<file path="src/rtl/key_load_pkg.sv">
`default_nettype none
// ============================================================================
// Module      : key_load_pkg
// Description : Shared types and sizing helpers for the key load sequencer.
// Revision    : 1.0 - initial release
// ============================================================================
package key_load_pkg;

    // Sequencer states
    typedef enum logic [2:0] {
        ST_IDLE   = 3'd0,
        ST_LOAD   = 3'd1,
        ST_CHECK  = 3'd2,
        ST_ACTIVE = 3'd3,
        ST_FAIL   = 3'd4
    } state_e;

    // Number of stream words that make up one key
    function automatic int nwords(input int key_w, input int word_w);
        return key_w / word_w;
    endfunction

    // Word counter width; never collapses to zero bits for a one-word key
    function automatic int cnt_width(input int n);
        return (n > 1) ? $clog2(n) : 1;
    endfunction

    localparam int DEF_KEY_W  = 32;
    localparam int DEF_WORD_W = 8;
    localparam int DEF_NWORDS = nwords(DEF_KEY_W, DEF_WORD_W);
    localparam int DEF_CNT_W  = cnt_width(DEF_NWORDS);

endpackage
`default_nettype wire

</file>
<file path="src/rtl/key_tag_accum.sv">
`default_nettype none
// ============================================================================
// Module      : key_tag_accum
// Description : XOR-fold accumulator over the key stream; clear wins over
//               enable.
// Revision    : 1.0 - initial release
// ============================================================================
module key_tag_accum #(
    parameter int WORD_W = 8
) (
    input  logic              clk,
    input  logic              rst_n,
    input  logic              clr_i,
    input  logic              en_i,
    input  logic [WORD_W-1:0] data_i,
    output logic [WORD_W-1:0] acc_o
);

    logic [WORD_W-1:0] acc_q;

    // Fold each accepted word into the running XOR
    always_ff @(posedge clk or negedge rst_n) begin
        if (!rst_n) begin
            acc_q <= '0;
        end else if (clr_i) begin
            acc_q <= '0;
        end else if (en_i) begin
            acc_q <= acc_q ^ data_i;
        end
    end

    assign acc_o = acc_q;

endmodule
`default_nettype wire

</file>
<file path="src/rtl/key_load_ctrl.sv">
`default_nettype none
// ============================================================================
// Module      : key_load_ctrl
// Description : Loads the unlock key for a logic-locked core from the NVM
//               key stream, verifies the XOR tag and commits the key
//               atomically. Core outputs stay gated until a verified key is
//               present.
// Revision    : 1.0 - initial release
// ============================================================================
module key_load_ctrl
    import key_load_pkg::*;
#(
    parameter int KEY_W  = 32,
    parameter int WORD_W = 8,
    parameter int TAG_EN = 1
) (
    input  logic              clk,
    input  logic              rst_n,
    input  logic              start_i,
    input  logic              zeroize_i,
    input  logic              nvm_valid_i,
    input  logic [WORD_W-1:0] nvm_data_i,
    output logic              nvm_ready_o,
    output logic [KEY_W-1:0]  key_out_o,
    output logic              key_valid_o,
    output logic              out_en_o,
    output logic              busy_o,
    output logic              error_o
);

    localparam int NWORDS = nwords(KEY_W, WORD_W);
    localparam int CNT_W  = cnt_width(NWORDS);
    localparam logic [CNT_W-1:0] LAST_CNT = CNT_W'(NWORDS - 1);

    // A key that is not a whole number of stream words cannot be assembled
    if ((KEY_W % WORD_W) != 0) begin : g_width_check
        $error("key_load_ctrl: KEY_W must be a multiple of WORD_W");
    end

    state_e            state_q;
    logic [KEY_W-1:0]  shadow_q;
    logic [KEY_W-1:0]  shadow_d;
    logic [KEY_W-1:0]  key_q;
    logic [CNT_W-1:0]  cnt_q;
    logic              key_valid_q;
    logic              error_q;
    logic [WORD_W-1:0] tag_acc;

    logic in_stream;
    logic hs;
    logic start_ok;
    logic acc_clr;
    logic acc_en;

    assign in_stream = (state_q == ST_LOAD) || (state_q == ST_CHECK);
    assign hs        = nvm_valid_i & in_stream;
    // Start is honoured only outside a load and never alongside zeroize
    assign start_ok  = start_i & ~zeroize_i &
                       ((state_q == ST_IDLE) || (state_q == ST_ACTIVE) ||
                        (state_q == ST_FAIL));
    assign acc_clr   = zeroize_i | start_ok;
    assign acc_en    = hs & (state_q == ST_LOAD);

    key_tag_accum #(
        .WORD_W (WORD_W)
    ) u_tag (
        .clk    (clk),
        .rst_n  (rst_n),
        .clr_i  (acc_clr),
        .en_i   (acc_en),
        .data_i (nvm_data_i),
        .acc_o  (tag_acc)
    );

    // Shadow image with the incoming word merged at the current slot
    always_comb begin
        shadow_d = shadow_q;
        for (int i = 0; i < NWORDS; i++) begin
            if (cnt_q == CNT_W'(i)) begin
                shadow_d[i*WORD_W +: WORD_W] = nvm_data_i;
            end
        end
    end

    // Load sequencer: assemble, verify, commit, and fail-secure on reload
    always_ff @(posedge clk or negedge rst_n) begin
        if (!rst_n) begin
            state_q     <= ST_IDLE;
            shadow_q    <= '0;
            key_q       <= '0;
            cnt_q       <= '0;
            key_valid_q <= 1'b0;
            error_q     <= 1'b0;
        end else if (zeroize_i) begin
            state_q     <= ST_IDLE;
            shadow_q    <= '0;
            key_q       <= '0;
            cnt_q       <= '0;
            key_valid_q <= 1'b0;
            error_q     <= 1'b0;
        end else begin
            case (state_q)
                ST_IDLE, ST_ACTIVE, ST_FAIL: begin
                    if (start_i) begin
                        // Drop any live key before the new one is streamed in
                        state_q     <= ST_LOAD;
                        shadow_q    <= '0;
                        cnt_q       <= '0;
                        key_q       <= '0;
                        key_valid_q <= 1'b0;
                        error_q     <= 1'b0;
                    end
                end
                ST_LOAD: begin
                    if (hs) begin
                        shadow_q <= shadow_d;
                        if (cnt_q == LAST_CNT) begin
                            cnt_q <= '0;
                            if (TAG_EN != 0) begin
                                state_q <= ST_CHECK;
                            end else begin
                                key_q       <= shadow_d;
                                key_valid_q <= 1'b1;
                                state_q     <= ST_ACTIVE;
                            end
                        end else begin
                            cnt_q <= cnt_q + 1'b1;
                        end
                    end
                end
                ST_CHECK: begin
                    if (hs) begin
                        if (nvm_data_i == tag_acc) begin
                            key_q       <= shadow_q;
                            key_valid_q <= 1'b1;
                            state_q     <= ST_ACTIVE;
                        end else begin
                            error_q <= 1'b1;
                            state_q <= ST_FAIL;
                        end
                    end
                end
                default: begin
                    state_q <= ST_IDLE;
                end
            endcase
        end
    end

    assign nvm_ready_o = in_stream;
    assign busy_o      = in_stream;
    assign key_out_o   = key_q;
    assign key_valid_o = key_valid_q;
    assign out_en_o    = key_valid_q;
    assign error_o     = error_q;

endmodule
`default_nettype wire

</file>
<file path="config.mk">
export PLATFORM = sky130hd
export DESIGN_NAME = key_load_ctrl
export DESIGN_NICKNAME = d
export VERILOG_FILES = /design/src/rtl/key_load_pkg.sv /design/src/rtl/key_tag_accum.sv /design/src/rtl/key_load_ctrl.sv
export SDC_FILE = /design/constraint.sdc
export NUM_CORES = 1
export LEC_CHECK = 0
export ABC_CLOCK_PERIOD_IN_PS = 2800
export BUFFER_PORTS_ARGS = -buffer_cell sky130_fd_sc_hd__buf_4
export CAP_MARGIN = 20
export CORE_UTILIZATION = 45
export CTS_CLUSTER_SIZE = 25
export DETAILED_ROUTE_END_ITERATION = 10
export HOLD_SLACK_MARGIN = 0.02
export PLACE_DENSITY = 0.72
export SLEW_MARGIN = 20
export SYNTH_ARGS = -nofsm -noshare
export SYNTH_HDL_FRONTEND = slang
export SYNTH_HIERARCHICAL = 1
export SYNTH_SLANG_ARGS = --single-unit
</file>
<file path="constraint.sdc">
create_clock -name clk -period 2.8 [get_ports clk]
set_clock_uncertainty 0.05 [all_clocks]
set_input_delay 0.7 -clock clk [delete_from_list [all_inputs] [get_ports clk]]
set_output_delay 0.7 -clock clk [all_outputs]
set_load 0.005 [all_outputs]
</file>
* Yosys cells after proc, flatten, opt, wreduce, memory -nomap -nowiden *
Index checks and enable logic that the tools add are counted.

cells by class
  $add $sub $neg = 1
  reduce and logical (&&, ||, !) cells = 17
  mux-type cells = 35
  $lt $le $gt $ge = 0
  bitwise logic cells = 7
  $mul = 0
  div/mod/pow operators = 0
  shifts and indexed selects = 0
  equal/unequal tests = 17

operators by type and width
  cell                                                    number
  2-to-1 mux 32 bit                                       6
  case mux 32 bit (2 select lines)                        2
  2-to-1 mux 8 bit                                        6
  AND reduction 4 bit                                     7
  2-to-1 mux 3 bit                                        6
  inequality test 3 x 2 -> 1 bit (second input constant)  5
  inequality test 3 bit (second input constant)           4
  case mux 3 bit (3 select lines)                         1
  equality test 8 bit                                     1
  2-to-1 mux 2 bit                                        4
  bitwise XOR 8 bit                                       1
  2-to-1 mux 1 bit                                        7
  equality test 3 x 2 -> 1 bit (second input constant)    2
  nonzero test 3 bit                                      2
  AND 1 bit                                               4
  equality test 2 bit (second input constant)             2
  case mux 1 bit (2 select lines)                         2
  case mux 2 bit (2 select lines)                         1
  equality test 3 x 1 -> 1 bit (second input constant)    1
  equality test 3 bit (second input constant)             1
  zero test 3 bit                                         1
  logical OR 1 bit                                        3
  AND reduction 3 bit                                     1
  OR reduction 3 bit                                      1
  6 further kinds                                         6

word-level totals
  logic and storage cells = 87
  output and inout bits = 37
  bits in registers = 79
  bits in latches = 0
  memory bits (writable) = 0
  bits in read-only memories = 0
  memories = 0

* Longest topological paths before layout *
Gate-level depths: netlist of the first run.

  word-level depth = 6
  depth in mapped cells = 6
  mapped depth without buffers = 5

* Hierarchy *
The synthesis of the first run kept the hierarchy.

modules (own cells, without submodules)
  module         area each (sq um)  seq. area each (sq um)  instances  cells each
  key_load_ctrl  3375.7             1776.7                  1          298
  key_tag_accum  406.6              200.2                   1          35

* Least setup slack after synthesis of the first run *
OpenSTA, ideal clock, no wires.

  path type = input port to flip-flop
  start = input port nvm_data_i[6]
  end = register key_q[12], in the netlist key_out_o[12]
  data arrival time = 1.931 ns
  setup time = 0.126 ns
  path slack = 0.693 ns
  stages on the path = 5
  path through = xor2_1 > nor4_4 > clkbuf_1 > a21oi_1 > a221o_1

on the way
  longest elaborated chain between the ends = 3

RTL lines
  item                                             RTL line              text
  from (decl)                                      key_load_ctrl.sv:22   input logic [WORD_W-1:0] nvm_data_i,
  equality test 8 bit                              key_load_ctrl.sv:133  if (nvm_data_i == tag_acc) begin
  inequality test 3 x 2 -> 1 bit (no source line)  --
  AND reduction 4 bit (no source line)             --
  to (signal assigned)                             key_load_ctrl.sv:122  key_q <= shadow_d;
  to (signal assigned)                             key_load_ctrl.sv:134  key_q <= shadow_q;
  to (decl)                                        key_load_ctrl.sv:43   logic [KEY_W-1:0] key_q;

Every way passes these cells.
A chain may end at the register's enable or synchronous reset.

* Final worst setup path of the first run *
  start = register state_q[1]
  end = register key_q[10], in the netlist key_out_o[10]

on the way
  longest elaborated chain between the ends = 5
  elaborated cells on any way between the ends = 15

RTL lines
  item                                                                                 RTL line                                   text
  from (decl)                                                                          key_load_ctrl.sv:40                        state_e state_q;
  from (signal assigned)                                                               key_load_ctrl.sv:88                        state_q <= ST_IDLE;
  from (signal assigned)                                                               key_load_ctrl.sv:95                        state_q <= ST_IDLE;
  from (signal assigned)                                                               key_load_ctrl.sv:106                       state_q <= ST_LOAD;
  equality test 3 x 1 -> 1 bit / equality test 3 x 2 -> 1 bit (equally long branches)  key_load_ctrl.sv:55, key_load_ctrl.sv:102
  logical OR 1 bit                                                                     key_load_ctrl.sv:55                        assign in_stream = (state_q == ST_LOAD) || (state_q == ST_CHECK);
  AND 1 bit                                                                            key_load_ctrl.sv:56                        assign hs = nvm_valid_i & in_stream;
  inequality test 3 bit (no source line)                                               --
  AND reduction 4 bit (no source line)                                                 --

Several ways; a longest one is shown, not always the timed one.

==> results of run 1 <==
per-stage QoR:
step	area, um^2	hold slack (ns)
5_1_grt	4450	0.285
3_5_place_dp	4230	0.425
2_1_floorplan	3780	0.354
6_report	4450	0.268
4_1_cts	4450	0.276
3_3_place_gp	4230	0.423
power by group through the flow:
| stage | sequential (W) | clock, W | combinational, W |
|---|---|---|---|
| after floorplan | 0.00119 | 0 | 0.000241 |
| after global placement | 0.00121 | 0 | 0.000333 |
| after detailed placement | 0.00121 | 0 | 0.000337 |
| after CTS | 0.00119 | 0.000962 | 0.000338 |
| after global routing | 0.00120 | 0.00101 | 0.000369 |
| final | 0.00119 | 0.000943 | 0.000339 |
registers in the layout (all words and copies together), names as in the netlist:
register	cells
key_valid_o	1
shadow_q	32
state_q	3
u_tag/acc_o	8
cnt_q	2
error_o	1
key_out_o	32
cell type report:
class                   count  area [um^2]  area share
clock buffers               9          124      0.0278
clock inverters             6         92.6      0.0208
inverters                   3         11.3     0.00253
multi-input cells         223         1640       0.369
flip-flops and latches     79         1980       0.444
well taps                 105          131      0.0295
repair buffers             61          470       0.106
worst register-to-register path, cell delays in order (launching register included):
cell and delay [ns]:
dfrtp_1 0.54, and4b_1 0.31, nor4_4 0.74, buf_4 0.38, a221o_1 0.20
layer usage:
layer	part of all wire	GRT usage	vias up
met5	0	0	-
met4	0.010	0.0615	0
met3	0.050	0.0607	11
met2	0.48	0.340	90
met1	0.46	0.294	1447
li1	-	-	1345
cells by family after synthesis:
family | Yosys count
fa+ha+maj | 4
xor+xnor | 9
compound gates | 129
mux | 1
buf+inv | 31
simple gates | 80
flops | 79
path summary, 6_finish.rpt:
kind | from | to | slack, ns | cells after the start
min reg2reg | shadow_q[25]$_DFFE_PN0P_ | shadow_q[25]$_DFFE_PN0P_ | 0.45 | 1
min | rst_n | key_out_o[6]$_DFFE_PN0P_ | 0.27 | 1
min in group clk | shadow_q[25]$_DFFE_PN0P_ | shadow_q[25]$_DFFE_PN0P_ | 0.45 | 1
max reg2reg | state_q[1]$_DFFE_PN0P_ | key_out_o[10]$_DFFE_PN0P_ | 0.53 | 4
max | state_q[1]$_DFFE_PN0P_ | key_out_o[10]$_DFFE_PN0P_ | 0.53 | 4
max in group asynchronous | rst_n | shadow_q[27]$_DFFE_PN0P_ | 1.82 | 2
layout by cell type (no fill, tap or decap), drive strengths merged, types with 2 or more instances in the layout:
cell / netlist / layout
bufinv: 0 / 2
clkbuf: 9 / 9
nor4bb: 2 / 2
inv: 3 / 5
and2: 3 / 3
nand3: 2 / 2
o2bb2ai: 33 / 33
a21bo: 8 / 8
o21ai: 6 / 6
nand2: 47 / 47
nor3: 2 / 2
dfrtp: 79 / 79
nand3b: 9 / 9
a21oi: 44 / 44
a221o: 29 / 29
ha: 4 / 4
buf: 19 / 61
a211o: 4 / 4
xor2: 8 / 8
nor4: 3 / 3
or3: 3 / 3
==> flow_summary.toml, run 1 <==
[clocking]
clock-sinks = 79
clk_pin_slew_ns = 0.09
cts_resized = 0
cts_buffers = 9
cts_tree = "yes"
cts_hold_buffers = 0
cts-root-buf = "clkbuf_8"
post_cts_buffers = 0
h-tree-depth = 3
clockBufferDepth = 2
clk-insertion-delay-late_ns = 0.35

[sta]
max_slew_margin = 0.453
rsz0062_at_grt = "false"
hold_viol = 0
maxSlewViolCount = 0
post-route-period-util = 0.811
finalSetupViolations = 0
max_freq_mhz = 440
finalSetupTns_ns = 0
fin_crit_ns = 2.27
tightestPinTransition_ns = 0.814
fin_ws_ns = 0.528

[synthesis]
synth_fa_ha_area_frac = 0.0132
yosys.area_share.simple = 0.121
synth_mux_area_frac = 0.00298
netlist.area_leader.share = 0.523
synthTopCellsByArea = "dfrtp_1, a221o_1, o2bb2ai_1, a21oi_1, nand2_1"
synthXorXnorAreaFrac = 0.0208
async_flop_share = 1.00
synth_area_per_cell_um2 = 11.4
ys_ff_latch = 79
ys_warn_count = 6
syn_inst = 333
synth_area_mm2 = 0.00378
synth_commonest_cells = "dfrtp_1, nand2_1, a21oi_1"
synth_edf_count = 0
seq_area_frac_synth = 0.523
ys.flop_type = "dfrtp_1"
yosysUniqueCellTypes = 42
syn_nets = 350
yosysMostFrequentCell = "dfrtp_1"
synth-compound-area-share = 0.272
synth_largest_area_cell = "dfrtp_1"
synth_top_family_by_area = "compound AO/OA/AOI/OAI gates"

[die]
initial_core_util = 0.463
core_area_mm2 = 0.00818
die-width_um = 93.7
dieArea_mm2 = 0.00878
ios = 50
row_count = 33
die-height_um = 93.7

[detailed_routing]
ant_nets = 0
viasPerCell = 5.95
first_iter_violations = 180
drtPass1Iterations = 4
wirelength_um = 8840
wire_per_inst_um = 18.2
vias = 2893
drc_errors = 0

[finish]
num_antenna_cells = 0
postLayoutCoreUtil = 0.544
finalNetCount = 394
fillerInstances = 715
syn_to_final_growth_pct = 17.7
instances_no_fill = 486
drive_gt1_frac = 0.247

[grt]
grt_pass1_vias = 2782
grt-ovfl-total = 0
track_usage = 0.217
grt_pass1_wl_um = 14500
grt_max_degree = 41
antenna_found_initial = 0

[pwr]
sw_frac_of_total = 0.280
ir_drop_v = 0.000393
switchingPower_w = 0.000692
p_leak_nw = 2.07
p_total_w = 0.00247
p_comb_frac = 0.137
clock_power_share = 0.381
internal_power_w = 0.00178
p_seq_frac = 0.482
p_per_area_mw_per_mm2 = 556

[critical_path]
path_buf_inv = 1
cpMaxStageDelayCell = "nor4_4"
required_ns = 3.05
path_cells = "and4b_1 -> nor4_4 -> buf_4 -> a221o_1"
cp.arrival_ns = 2.52
path_delay_family = "simple AND/OR/NAND/NOR gates"
slowest_delay_ns = 0.73
criticalPathCategory = "flop to flop"
endpoint_kind = "flop"
crit_path_start_kind = "flop"
path_max_fanout = 20

[flow_run]
cap_violations = 0

[placement]
dp_slack_ns = 0.311
gp_congestion = 0.803
portBuffers = 49
hpwl_um = 5780
dpl.cell_count = 471

[min_path]
hold_path_class = "input pin to asynchronous set/reset pin"

[run_status]
status = "finished, final reports clean"
(Power assumes the default switching activity.)
==> run 2, diff against run 1 <==
--- a/config.mk
+++ b/config.mk
@@ -5,7 +5,7 @@
 export SDC_FILE = /design/constraint.sdc
 export NUM_CORES = 1
 export LEC_CHECK = 0
-export ABC_CLOCK_PERIOD_IN_PS = 2800
+export ABC_CLOCK_PERIOD_IN_PS = 2100
 export BUFFER_PORTS_ARGS = -buffer_cell sky130_fd_sc_hd__buf_4
 export CAP_MARGIN = 20
 export CORE_UTILIZATION = 45
==> constraint.sdc (replaced) <==
create_clock -name clk -period 2.1 [get_ports clk]
set_clock_uncertainty 0.05 [all_clocks]
set_input_delay 0.525 -clock clk [delete_from_list [all_inputs] [get_ports clk]]
set_output_delay 0.525 -clock clk [all_outputs]
set_load 0.005 [all_outputs]
==> run 2 against run 1 <==
Compared with the run above: maximum frequency grew 13%; global-route usage is 0.25 points higher; count of clock-buffer cells in the layout increased by 1; sequential power grew 32%; critical path depth rose by 1; hold slack better by 0.14 ns; cell count up 1.9%; worst setup slack worse by 0.43 ns.
==> flow_summary.toml, run 2 (synthesis gave the netlist of run 1 again) <==
[critical_path]
slowest_delay_ns = 0.47
regToRegSetupSlack_ns = 0.09
crit_path_start_kind = "flop"
path_max_fanout = 20
cp.arrival_ns = 2.19
path_cells = "buf_4 -> nor4bb_1 -> nor4_4 -> buf_12 -> a221o_1"
endpoint_kind = "flop"
criticalPathCategory = "flop to flop"
cpMaxStageDelayCell = "nor4bb_1"
required_ns = 2.28

[grt]
antenna_found_initial = 0
grt_max_degree = 63
grt-ovfl-total = 0
grt_pass1_vias = 2810
grt_pass1_wl_um = 14800
track_usage = 0.220

[die]
initial_core_util = 0.463
row_count = 33
die-width_um = 93.7
ios = 50
core_area_mm2 = 0.00818
dieArea_mm2 = 0.00878
die-height_um = 93.7

[sta]
finalSetupViolations = 0
tightestPinTransition_ns = 0.907
max_freq_mhz = 499
rsz0062_at_grt = "false"
finalSetupTns_ns = 0
hold_ws_ns = 0.411
max_slew_margin = 0.391
post-route-period-util = 0.955
hold_viol = 0
fin_crit_ns = 2.01
maxSlewViolCount = 0

[detailed_routing]
first_iter_violations = 182
vias = 2942
drc_errors = 0
wire_per_inst_um = 18.0
wirelength_um = 8890
viasPerCell = 5.94
ant_nets = 0
drtPass1Iterations = 4

[finish]
instances_no_fill = 495
syn_to_final_growth_pct = 19.4
final_area_mm2 = 0.00451
layout_common_cells = "dfrtp_1, buf_4, nand2_1, a21oi_1, o2bb2ai_1"
finalNetCount = 402
num_antenna_cells = 0
fillerInstances = 729
drive_gt1_frac = 0.262
final_common_cell = "dfrtp_1"

[pwr]
ir_drop_v = 0.000392
p_leak_nw = 2.10
p_per_area_mw_per_mm2 = 718
p_total_w = 0.00324

[clocking]
clk_pin_slew_ns = 0.08
clk-insertion-delay-late_ns = 0.35
h-tree-depth = 3
clock-sinks = 79
cts-root-buf = "clkbuf_8"
clockBufferDepth = 2
cts_resized = 0
cts_tree = "yes"
cts_buffers = 9

[placement]
hpwl_um = 5970
gp_congestion = 0.844
dpl.cell_count = 478
portBuffers = 49
placed_area_mm2 = 0.00430

[run_status]
status = "finished, final reports clean"

[min_path]
hold_path_class = "input pin to flop"

[flow_run]
cap_violations = 0
-- run 2: changes by cell type in the layout (fill, tap and decap cells not counted) --
cell / change
buf_12: +1
buf_4: +6
bufinv_16: -1
clkbuf_8: +1
clkinv_4: +1
clkinvlp_4: +1
dlygate4sd3_1: +1
inv_8: -1
-- run 2: layout make-up --
| class | count | area [um^2] | share of cell area |
|---|---|---|---|
| Clock inverter | 6 | 67.6 | 0.0150 |
| Timing Repair Buffer | 69 | 546 | 0.121 |
| Multi-Input combinational cell | 223 | 1640 | 0.364 |
| Clock buffer | 10 | 138 | 0.0305 |
| Inverter | 3 | 11.3 | 0.00249 |
| Sequential cell | 79 | 1980 | 0.438 |
| Tap cell | 105 | 131 | 0.0291 |
-- run 2: critical path: cells and delay by family, from the launching register on --
family,cells,cell delay [ns]
AOI/OAI and AO/OA,1,0.35
buffers and inverters,2,0.40
DFF,1,0.43
and+or+nand+nor,2,0.66
-- run 2: worst paths after layout --
| path | start | endpoint | depth (start not counted) |
|---|---|---|---|
| max | state_q[0]$_DFFE_PN0P_ | key_out_o[16]$_DFFE_PN0P_ | 5 |
| min | zeroize_i | state_q[0]$_DFFE_PN0P_ | 2 |
| max reg2reg | state_q[0]$_DFFE_PN0P_ | key_out_o[16]$_DFFE_PN0P_ | 5 |
| min reg2reg | shadow_q[30]$_DFFE_PN0P_ | key_out_o[30]$_DFFE_PN0P_ | 1 |
| max in group asynchronous | rst_n | error_o$_DFFE_PN0P_ | 3 |
| min in group asynchronous | rst_n | key_out_o[0]$_DFFE_PN0P_ | 2 |
-- run 2: repair_timing --
action | in CTS | in global routing
hold buffers | 1 | 0
setup buffers | 0 | 0
endpoints found under the hold margin | 17 | 0
endpoints found under the setup margin | 0 | 0
-- run 2: through the flow --
| step | util | setup WS, ns |
|---|---|---|
| final | 0.552 | 0.0942 |
| after global routing | 0.552 | 0.0106 |
| after CTS | 0.552 | 0.100 |
| after detailed placement | 0.526 | -0.123 |
| after global placement | 0.526 | -0.0876 |
| after floorplan | - | 0.168 |
-- run 2: report_power, final --
part,switching [W],internal (W)
registers,0.0000211,0.00155
logic,0.000322,0.000188
clock network,0.000576,0.000586
total,0.000920,0.00232
-- run 2: metal layers --
metal  up-vias  part of all wire  track usage
met3         4             0.057       0.0534
met2        96              0.48        0.336
met1      1481              0.46        0.318
met5         -                 0            0
li1       1361                 -            -
met4         0            0.0024       0.0423
==> run 3, diff against run 2 <==
--- a/config.mk
+++ b/config.mk
@@ -5,13 +5,14 @@
 export SDC_FILE = /design/constraint.sdc
 export NUM_CORES = 1
 export LEC_CHECK = 0
-export ABC_CLOCK_PERIOD_IN_PS = 2100
+export ABC_CLOCK_PERIOD_IN_PS = 2000
 export BUFFER_PORTS_ARGS = -buffer_cell sky130_fd_sc_hd__buf_4
 export CAP_MARGIN = 20
 export CORE_UTILIZATION = 45
 export CTS_CLUSTER_SIZE = 25
 export DETAILED_ROUTE_END_ITERATION = 10
 export HOLD_SLACK_MARGIN = 0.02
+export MAX_ROUTING_LAYER = met4
 export PLACE_DENSITY = 0.72
 export SLEW_MARGIN = 20
 export SYNTH_ARGS = -nofsm -noshare
==> constraint.sdc (replaced) <==
create_clock -name clk -period 2 [get_ports clk]
set_clock_uncertainty 0.05 [all_clocks]
set_input_delay 0.5 -clock clk [delete_from_list [all_inputs] [get_ports clk]]
set_output_delay 0.5 -clock clk [all_outputs]
set_load 0.005 [all_outputs]
==> run 3 against run 2 <==
Compared with the run above: sequential power increased by 5%; flip-flop and latch count unchanged; hold slack got worse by 0.028 ns; maximum frequency increased by 2.5%; cell count increased by 0.61%; routed wire length decreased by 4.9%; non-clock buffer count increased by 3; worst setup slack got worse by 0.050 ns; die area unchanged; design area increased by 0.25%; critical path type unchanged; largest power group unchanged.
==> flow_summary.toml, run 3 (synthesis gave the netlist of run 1 again) <==
[run_status]
status = "finished, final reports clean"

[detailed_routing]
wirelength_um = 8450
drc_errors = 0
first_iter_violations = 160
viasPerCell = 5.79
ant_nets = 0
drtPass1Iterations = 4
vias = 2885
wire_per_inst_um = 17.0

[finish]
final_area_mm2 = 0.00453
finalNetCount = 405
layout_common_cells = "dfrtp_1, buf_4, nand2_1, a21oi_1, o2bb2ai_1"
syn_to_final_growth_pct = 19.6
seq_area_mm2 = 0.00198
final_common_cell = "dfrtp_1"
drive_gt1_frac = 0.267
fillerInstances = 708
multi_input_area_mm2 = 0.00164
num_antenna_cells = 0
postLayoutCoreUtil = 0.554

[sta]
max_slew_margin = 0.600
hold_viol = 0
finalSetupTns_ns = 0
rsz0062_at_grt = "false"
fin_crit_ns = 1.96
tightestPinTransition_ns = 0.596
maxSlewViolCount = 0
finalSetupViolations = 0
max_freq_mhz = 511
post-route-period-util = 0.978

[min_path]
hp-start = "zeroize_i"
min_delay_path_depth = 2
holdPathEnd = "state_q[0]$_DFFE_PN0P_"
hold_path_class = "input pin to flop"

[grt]
grt-ovfl-total = 0
grt_max_degree = 42
grt_pass1_vias = 2734
antenna_found_initial = 0
track_usage = 0.212
grt_pass1_wl_um = 13800

[die]
dieArea_mm2 = 0.00878
ios = 50
die-width_um = 93.7
row_count = 33
die-height_um = 93.7
core_area_mm2 = 0.00818
initial_core_util = 0.463

[clocking]
clk_pin_slew_ns = 0.09
clockBufferDepth = 2
post_cts_buffers = 0
clk-insertion-delay-late_ns = 0.35
cts_tree = "yes"
h-tree-depth = 3
clock-sinks = 79
cts_buffers = 9
cts-root-buf = "clkbuf_8"

[placement]
gp_congestion = 0.819
hpwl_um = 5960
placed_area_mm2 = 0.00433
portBuffers = 49

[pwr]
p_per_area_mw_per_mm2 = 728
ir_drop_v = 0.000319
p_leak_nw = 2.11
p_total_w = 0.00330

[critical_path]
r2r-start = "state_q[1]$_DFFE_PN0P_"
crit_path_start_kind = "flop"
path_max_fanout = 8
criticalPathCategory = "flop to flop"
required_ns = 2.19
r2r_end = "key_out_o[24]$_DFFE_PN0P_"
rr_worst_depth = 5
regToRegSetupSlack_ns = 0.04
cp.arrival_ns = 2.14
endpoint_kind = "flop"

[flow_run]
cap_violations = 0
==> run 3: cell count changes in the layout (fill, tap and decap cells not counted) <==
cell,delta
buf_12,+1
buf_4,+2
bufinv_16,-1
clkbuf_8,-1
clkinv_4,+1
inv_8,+1
==> run 3: how the worst max path moves through the flow <==
| stage | start | slack (ns) | cells past startpoint | to |
|---|---|---|---|---|
| after floorplan | nvm_data_i[6] | 0.09 | 5 | key_out_o[12]$_DFFE_PN0P_ |
| after global placement | nvm_data_i[6] | -0.03 | 6 | key_out_o[31]$_DFFE_PN0P_ |
| after detailed placement | nvm_data_i[6] | -0.05 | 6 | key_out_o[17]$_DFFE_PN0P_ |
| after CTS | state_q[0]$_DFFE_PN0P_ | 0.06 | 5 | key_out_o[24]$_DFFE_PN0P_ |
| after global routing | state_q[1]$_DFFE_PN0P_ | 0.0007 | 5 | key_out_o[15]$_DFFE_PN0P_ |
| final | state_q[1]$_DFFE_PN0P_ | 0.04 | 5 | key_out_o[24]$_DFFE_PN0P_ |
==> run 3: metal layers <==
layer	part of all wire	track usage	wire length, um	vias to the layer above
met5	0	-	0	-
met3	0.051	0.0316	433	13
met4	0.018	0.0936	150	0
met1	0.45	0.286	3820	1419
met2	0.48	0.319	4040	84
li1	-	-	-	1369
==> run 3: critical path, cell delays in order, from the launching register on <==
cell	delay, ns
dfrtp_1	0.47
buf_4	0.18
nor4bb_1	0.46
nor4_4	0.14
buf_4	0.20
a221o_1	0.35
==> run 3: cell type report <==
class / count / share of cell area
flip-flops and latches: 79 / 0.437
multi-input cells: 223 / 0.363
repair buffers: 72 / 0.128
well taps: 105 / 0.0290
clock buffers: 9 / 0.0274
clock inverters: 7 / 0.0127
inverters: 3 / 0.00249
==> run 3: where the power goes <==
| group | internal (W) | switching [W] |
|---|---|---|
| logic | 0.000214 | 0.000327 |
| registers | 0.00162 | 0.0000311 |
| clock network | 0.000465 | 0.000635 |
==> run 3: per-stage QoR <==
step,setup slack (ns),instances,hold slack [ns]
2_1_floorplan,0.0928,333,0.154
3_3_place_gp,-0.0345,481,0.328
3_5_place_dp,-0.0528,481,0.328
4_1_cts,0.0569,498,0.374
5_1_grt,0.000682,498,0.380
6_report,0.0439,498,0.383
==> run 3: timing repair <==
action / in CTS / in global routing
resized for setup: 0 / 0
hold buffers: 1 / 0
hold endpoints to repair: 16 / 0
